[config.mk]
export PLATFORM = sky130hd
export DESIGN_NAME = acc_cpu
export DESIGN_NICKNAME = d
export VERILOG_FILES = /design/src/rtl/acc_cpu_pkg.sv /design/src/rtl/acc_cpu_alu.sv /design/src/rtl/acc_cpu.sv
export SDC_FILE = /design/constraint.sdc
export NUM_CORES = 1
export LEC_CHECK = 0
export CAP_MARGIN = 20
export CELL_PAD_IN_SITES_DETAIL_PLACEMENT = 1
export CELL_PAD_IN_SITES_GLOBAL_PLACEMENT = 2
export CORE_MARGIN = 3
export CORE_UTILIZATION = 49
export CTS_CLUSTER_DIAMETER = 120
export CTS_CLUSTER_SIZE = 8
export DETAILED_ROUTE_END_ITERATION = 16
export GPL_TIMING_DRIVEN = 1
export PLACE_DENSITY_LB_ADDON = 0.1
export SYNTH_ARGS = -nofsm -noshare
export SYNTH_HDL_FRONTEND = slang
export SYNTH_HIERARCHICAL = 1
export SYNTH_SLANG_ARGS = --single-unit
[constraint.sdc]
create_clock -name clk -period 6.8 [get_ports clk]
set_input_delay 1.02 -clock clk [delete_from_list [all_inputs] [get_ports clk]]
set_output_delay 1.02 -clock clk [all_outputs]
set_load 0.02 [all_outputs]
[src/rtl/acc_cpu_pkg.sv]
// Shared types and instruction-field helpers for the acc_cpu accumulator machine.
// Optional carry flag / JC support is enabled with ACC_CPU_CARRY_EN (see acc_cpu.sv).
package acc_cpu_pkg;

    localparam int unsigned OPCODE_W = 4;
    // Widest instruction word the slicing helpers accept (64-bit data plus opcode).
    localparam int unsigned MAX_INSTR_W = 64 + OPCODE_W;

    typedef enum logic [3:0] {
        OP_NOP  = 4'd0,
        OP_LDI  = 4'd1,
        OP_ADDI = 4'd2,
        OP_SUBI = 4'd3,
        OP_ANDI = 4'd4,
        OP_XORI = 4'd5,
        OP_OUT  = 4'd6,
        OP_JMP  = 4'd7,
        OP_JZ   = 4'd8,
        OP_JC   = 4'd9,
        OP_HALT = 4'd15
    } opcode_e;

    typedef enum logic [1:0] {
        S_FETCH,
        S_EXEC,
        S_HALT
    } state_e;

    function automatic opcode_e instr_opcode(input logic [MAX_INSTR_W-1:0] instr,
                                             input int unsigned data_w);
        return opcode_e'(instr[data_w +: OPCODE_W]);
    endfunction

    function automatic logic [MAX_INSTR_W-1:0] instr_operand(input logic [MAX_INSTR_W-1:0] instr,
                                                             input int unsigned data_w);
        return instr & ((MAX_INSTR_W'(1) << data_w) - MAX_INSTR_W'(1));
    endfunction

endpackage

[src/rtl/acc_cpu_alu.sv]
// Combinational ALU for acc_cpu: computes the accumulator result plus zero and
// carry/borrow for the immediate arithmetic and logic opcodes.
module acc_cpu_alu
    import acc_cpu_pkg::*;
#(
    parameter int unsigned DATA_W = 8
) (
    input  logic [3:0]        opcode,
    input  logic [DATA_W-1:0] acc,
    input  logic [DATA_W-1:0] opnd,
    output logic [DATA_W-1:0] result,
    output logic              zero,
    output logic              carry
);

    logic [DATA_W:0] sum;
    logic [DATA_W:0] diff;

    // The extra top bit is the carry out of the add and the borrow of the subtract.
    assign sum  = {1'b0, acc} + {1'b0, opnd};
    assign diff = {1'b0, acc} - {1'b0, opnd};

    always_comb begin
        result = acc;
        carry  = 1'b0;
        case (opcode_e'(opcode))
            OP_LDI:  result = opnd;
            OP_ADDI: {carry, result} = sum;
            OP_SUBI: {carry, result} = diff;
            OP_ANDI: result = acc & opnd;
            OP_XORI: result = acc ^ opnd;
            default: ;
        endcase
        zero = (result == '0);
    end

endmodule

[src/rtl/acc_cpu.sv]
// Parametrised two-cycle (fetch/exec) accumulator CPU with loadable program memory.
// Define ACC_CPU_CARRY_EN to build the carry flag and make opcode 9 (JC) a real branch.
module acc_cpu
    import acc_cpu_pkg::*;
#(
    parameter int unsigned DATA_W     = 8,
    parameter int unsigned PROG_DEPTH = 16,
    localparam int unsigned ADDR_W    = $clog2(PROG_DEPTH),
    localparam int unsigned INSTR_W   = 4 + DATA_W
) (
    input  logic               clk,
    input  logic               reset,
    input  logic               prog_we,
    input  logic [ADDR_W-1:0]  prog_addr,
    input  logic [INSTR_W-1:0] prog_wdata,
    output logic [DATA_W-1:0]  output_data,
    output logic               out_valid,
    output logic [ADDR_W-1:0]  pc,
    output logic               halted
);

    logic [INSTR_W-1:0] mem [PROG_DEPTH];

    state_e             state_q, state_d;
    logic [ADDR_W-1:0]  pc_q, pc_d;
    logic [DATA_W-1:0]  acc_q, acc_d;
    logic               z_q, z_d;
    logic [INSTR_W-1:0] instr_q, instr_d;
    logic [DATA_W-1:0]  output_data_q, output_data_d;
    logic               out_valid_q, out_valid_d;
    logic               halted_q, halted_d;

    opcode_e            opcode;
    logic [DATA_W-1:0]  opnd;
    logic [ADDR_W-1:0]  target;
    logic               jump;
    logic [DATA_W-1:0]  alu_result;
    logic               alu_zero;
    logic               alu_carry;

`ifdef ACC_CPU_CARRY_EN
    logic               c_q, c_d;
`else
    logic               unused_carry;
    assign unused_carry = alu_carry;
`endif

    assign opcode = instr_opcode(MAX_INSTR_W'(instr_q), DATA_W);
    assign opnd   = DATA_W'(instr_operand(MAX_INSTR_W'(instr_q), DATA_W));
    assign target = opnd[ADDR_W-1:0];

    acc_cpu_alu #(
        .DATA_W (DATA_W)
    ) u_alu (
        .opcode (opcode),
        .acc    (acc_q),
        .opnd   (opnd),
        .result (alu_result),
        .zero   (alu_zero),
        .carry  (alu_carry)
    );

    // Loading is only possible while the core is held in reset; contents survive reset.
    always_ff @(posedge clk) begin
        if (reset && prog_we) begin
            mem[prog_addr] <= prog_wdata;
        end
    end

    always_comb begin
        state_d       = state_q;
        pc_d          = pc_q;
        acc_d         = acc_q;
        z_d           = z_q;
        instr_d       = instr_q;
        output_data_d = output_data_q;
        out_valid_d   = 1'b0;
        halted_d      = halted_q;
        jump          = 1'b0;
`ifdef ACC_CPU_CARRY_EN
        c_d           = c_q;
`endif
        case (state_q)
            S_FETCH: begin
                instr_d = mem[pc_q];
                state_d = S_EXEC;
            end
            S_EXEC: begin
                state_d = S_FETCH;
                case (opcode)
                    OP_LDI, OP_ADDI, OP_SUBI, OP_ANDI, OP_XORI: begin
                        acc_d = alu_result;
                        z_d   = alu_zero;
                    end
                    OP_OUT: begin
                        output_data_d = acc_q;
                        out_valid_d   = 1'b1;
                    end
                    OP_JMP: jump = 1'b1;
                    OP_JZ:  jump = z_q;
                    OP_JC: begin
`ifdef ACC_CPU_CARRY_EN
                        jump = c_q;
`endif
                    end
                    OP_HALT: begin
                        halted_d = 1'b1;
                        state_d  = S_HALT;
                    end
                    default: ;
                endcase
`ifdef ACC_CPU_CARRY_EN
                if (opcode == OP_ADDI || opcode == OP_SUBI) begin
                    c_d = alu_carry;
                end
`endif
                // HALT keeps pc on its own address.
                if (opcode != OP_HALT) begin
                    pc_d = jump ? target : pc_q + ADDR_W'(1);
                end
            end
            S_HALT: ;
            default: state_d = S_FETCH;
        endcase
    end

    always_ff @(posedge clk) begin
        if (reset) begin
            state_q       <= S_FETCH;
            pc_q          <= '0;
            acc_q         <= '0;
            z_q           <= 1'b0;
            instr_q       <= '0;
            output_data_q <= '0;
            out_valid_q   <= 1'b0;
            halted_q      <= 1'b0;
`ifdef ACC_CPU_CARRY_EN
            c_q           <= 1'b0;
`endif
        end else begin
            state_q       <= state_d;
            pc_q          <= pc_d;
            acc_q         <= acc_d;
            z_q           <= z_d;
            instr_q       <= instr_d;
            output_data_q <= output_data_d;
            out_valid_q   <= out_valid_d;
            halted_q      <= halted_d;
`ifdef ACC_CPU_CARRY_EN
            c_q           <= c_d;
`endif
        end
    end

    assign output_data = output_data_q;
    assign out_valid   = out_valid_q;
    assign pc          = pc_q;
    assign halted      = halted_q;

endmodule

# Yosys cells after proc, flatten, opt, wreduce, memory -nomap -nowiden
# Memory sizes are Yosys's and may differ from the RTL's. A register that Yosys moved wholly into a read port is not among the register bits.
# Cells that the tools add are included.
[word_totals]
regBits = 25
latchBits = 0
ramBits = 192
rom_bits = 0
input_bits = 19
out_inout_bits = 14
word_cells = 44
n_memories = 1
[mem_list]
columns = ["memory", "depth", "width", "read_ports", "rd_clocked_by_memory_dff", "write_ports", "line", "rtl"]
rows = [
  ["mem", 16, 12, 1, 1, 1, "acc_cpu.sv:22", "logic [INSTR_W-1:0] mem [PROG_DEPTH];"],
]
[classes]
add_sub_neg = 3
mul = 0
div_mod_pow = 0
order_cmp = 0
eq_ne = 12
shift = 0
n_mux = 9
bitwise_logic = 3
reduce_logical = 9
[op_table]
columns = ["cell", "count"]
rows = [
  ["one-hot mux 8 bit (5 select lines)", 1],
  ["== test 4 x 3 -> 1 bit, second input constant", 4],
  ["adder 8 bit", 1],
  ["AND 8 bit", 1],
  ["== test 4 x 2 -> 1 bit, second input constant", 2],
  ["== test 4 bit, second input constant", 2],
  ["logical NOT 8 bit", 1],
  ["AND reduction 2 bit", 4],
  ["subtractor 8 bit", 1],
  ["XOR 8 bit", 1],
  ["one-hot mux 2 bit (3 select lines)", 1],
  ["OR reduction 5 bit", 1],
  ["adder 4 x 1 -> 4 bit, second input constant", 1],
  ["== test 4 x 1 -> 1 bit, second input constant", 1],
  ["2-to-1 mux 1 bit", 4],
  ["2-to-1 mux 4 bit", 1],
  ["!= test 4 bit, second input constant", 1],
  ["== test 2 x 1 -> 1 bit, second input constant", 1],
  ["== test 2 bit, second input constant", 1],
  ["logical NOT 2 bit", 1],
  ["2-to-1 mux 2 bit", 1],
  ["one-hot mux 1 bit (2 select lines)", 1],
  ["OR reduction 2 bit", 1],
  ["logical AND 1 bit", 1],
  ["inverter 1 bit", 1],
]

# Longest topological paths before layout
[logic_depth]
depth_word = 4
depth_mapped = 13
depth_no_buf = 13

# Modules after synthesis
# The synthesis kept the hierarchy.
[by_module_without_submodules]
columns = ["mod", "instances", "cells_each", "area_per_inst_um2", "seq_area_each_um2"]
rows = [
  ["acc_cpu", 1, 453, 8712.1, 6506.2],
  ["acc_cpu_alu", 1, 171, 1161.1, 0.0],
]

# Worst setup path after synthesis
# OpenSTA, ideal clock, no wires.
[synth_path]
path_type = "in2reg"
startpoint = "input port reset"
endpoint = "memory mem[0][0] (netlist bit) (enable)"
setup_ns = 0.396
t_arrival_ns = 2.604
required_ns = 6.404
slack_ns = 3.800
cell_stages = 4
n_path_buf = 1
cell_sequence = "clkbuf_1 -> nand2_1 -> or3_1 -> nor3_1"
[synth_via]
elab_chain_len = 3
[synth_rtl]
columns = ["item", "line", "rtl"]
rows = [
  ["from (decl)", "acc_cpu.sv:12", "input logic reset,"],
  ["logical AND 1 bit", "acc_cpu.sv:65", "if (reset && prog_we) begin"],
  ["2-to-1 mux 1 bit", "acc_cpu.sv:65", ""],
  ["2-to-1 mux 1 bit (implied by the code)", "acc_cpu.sv:66", "mem[prog_addr] <= prog_wdata;"],
  ["to (decl)", "acc_cpu.sv:22", ""],
]
# No other way between the ends.

# Worst setup path after layout
[layout_path]
startpoint = "register pc_q[2], in the netlist pc[2]"
endpoint = "output port pc[2]"
[layout_lines]
columns = ["item", "line", "rtl"]
rows = [
  ["from (decl)", "acc_cpu.sv:25", "logic [ADDR_W-1:0] pc_q, pc_d;"],
  ["from (signal assigned)", "acc_cpu.sv:142", "pc_q <= pc_d;"],
  ["to (decl)", "acc_cpu.sv:18", "output logic [ADDR_W-1:0] pc,"],
]
# No word-level cell between the ends.

==> metrics <==
status=finished clean; Tot GR Track Use=0.2217; Core Region=19590 um^2; vias=5633; post-DP HPWL=15710 um; post-route cell area=11420 um^2; final worst-path cycle share=0.4655; WL/cell=25.00 um; Clock Latency Late Sink=0.50 ns; Mapped Area=9841 um^2; Setup CP Type=flop to output port; clk_skew=0.009809 ns; die area=21820 um^2; # rows=51; vias in the first global route=5839; syn avg cell area=15.92 um^2; Die W=147.7 um; f_max=315.9 MHz; DRT Wirelength=23680 um; initial antenna violation count=0; TritonCTS clock tree=yes; Req. time, crit path=5.78 ns; CP Capture Type=output port; YS warnings=6; DRT Pass-1 Iters=5; layout cell share with drive strength beyond 1=0.1760; synthesis-to-finish area growth=16.10%; Min-Delay Path Class=flop to flop; Setup crit start=pc[2]$_SDFFE_PP0P_; total CTS buffers=34; reg2reg end=z_q$_SDFFE_PP0P_; Remaining DRCs=0; final max-slew violation count=0; met1 GRT Util=0.3043; Final min period=3.165 ns; PortBufs=32; WP data arrival=2.15 ns; worst-path fanout max=53; Worst-Margin Slew=1.060 ns; reg2reg start=instr_q[0]$_SDFFE_PP0P_; Leak=3.732 nW; ant diodes=0; 1st-iter DRT viols=421; Worst Reg-to-Reg Cells=12; boundary pin count=33; chip height=147.7 um; CTS root buf=clkbuf_16; Fin Setup TNS=0 ns; CTS Hold Bufs=0; Pwr Density=301.9 nW/um^2; Final GP Congestion=0.8436; Critical Path Source Type=flop; first-pass GRT wire length=36340 um; Worst VDD drop=0.2532 mV; initial core utilization=0.5023; GR Layer Usage met3=0.03740; Post-Syn Nets=657; clk sinks=229; final setup vio count=0; nets=711; Final ANT Viol Nets=0; total congestion overflow=0; Max Cap Viol=0; Resized Gates After CTS=0; clock buffer depth=3; Hold WS=0.4788 ns; CP endpoint=pc[2]; met2 Use GR=0.3629; CTS H-tree lvls=2; Syn Inst Count=618; drt via density=5.948; Post-CTS Setup Repair Bufs=0; CTS clk-pin slew, worst paths=0.05 ns; headroom to the max-slew limit=0.2907; largest net degree at the start of global routing=54; RSZ-0062 raised after global routing=false; Worst R2R Setup Slack=3.79 ns; Final Hold Vio Count=0; area post-placement=10370 um^2; GR peak layer=met2
[layout make-up]
type,instances,area [um^2]
tap,265,331.6
inverter,18,67.56
timing repair buffer,50,466.7
fill,1801,8165
clock buffer,42,880.8
clock inverter,4,63.81
multi-input combinational,339,3103
sequential,229,6511
[per-stage QoR]
step                utilization  cells  setup slack (ns)  total power (W)
floorplan                     -    618             3.800         0.001867
global placement         0.5294    888             3.215         0.001984
detailed placement       0.5294    888             3.149         0.001993
CTS                      0.5776    934             3.571         0.003483
global route             0.5832    947             3.549         0.003589
finish                   0.5832    947             3.635         0.003449
[routing by layer]
metal | vias up | share of wire
li1 | 2536 | -
met1 | 2897 | 0.42
met2 | 160 | 0.50
met3 | 40 | 0.046
met4 | 0 | 0.030
met5 | - | 0
[registers in the layout, indices dropped and copies added (netlist names)]
register / flops
acc_q: 8
mem: 192
out_valid: 1
output_data: 8
halted: 1
instr_q: 12
pc: 4
state_q: 2
z_q: 1
[how the worst min path moves through the flow]
stage | depth (start not counted) | endpoint | slack (ns) | start
after global routing | 2 | output_data[6]$_SDFFE_PP0P_ | 0.52 | output_data[6]$_SDFFE_PP0P_
after detailed placement | 2 | halted$_SDFFE_PP0P_ | 0.48 | halted$_SDFFE_PP0P_
final | 2 | halted$_SDFFE_PP0P_ | 0.48 | halted$_SDFFE_PP0P_
after CTS | 2 | halted$_SDFFE_PP0P_ | 0.49 | halted$_SDFFE_PP0P_
after global placement | 2 | halted$_SDFFE_PP0P_ | 0.47 | halted$_SDFFE_PP0P_
after floorplan | 2 | z_q$_SDFFE_PP0P_ | 0.46 | z_q$_SDFFE_PP0P_
[worst max-delay path, stage by stage, from the launching register on]
cell,delay (ns)
dfxtp_2,0.31
buf_4,0.58
clkdlybuf4s50_1,0.74
[cells in the final DEF (no fill, tap or decap), types with 4 or more instances in the layout]
cell and instances:
inv_1 17, o21ai_0 6, o22ai_1 8, nor2b_1 11, nand2b_1 8, dfxtp_1 35
mux2i_1 30, clkbuf_16 34, o211ai_1 15, or3_1 5, clkbuf_1 8, a22oi_1 12
a21oi_1 16, nor3_1 6, nor2_1 49, buf_4 15, nand3_1 6, nand2_1 32
a31oi_1 9, nor3_2 4, mux4_2 48, clkdlybuf4s50_1 32, edfxtp_1 192, ha_1 18
xnor2_1 6
[report_power, final]
part	switching (W)	internal [W]	total, W	leakage, nW
clock	0.000571	0.000910	0.00148	0.458
sequential	0.0000473	0.00155	0.00160	2.03
combinational	0.000213	0.000153	0.000367	1.24
total	0.000832	0.00262	0.00345	3.73
Power figures use the tool's default switching activity.
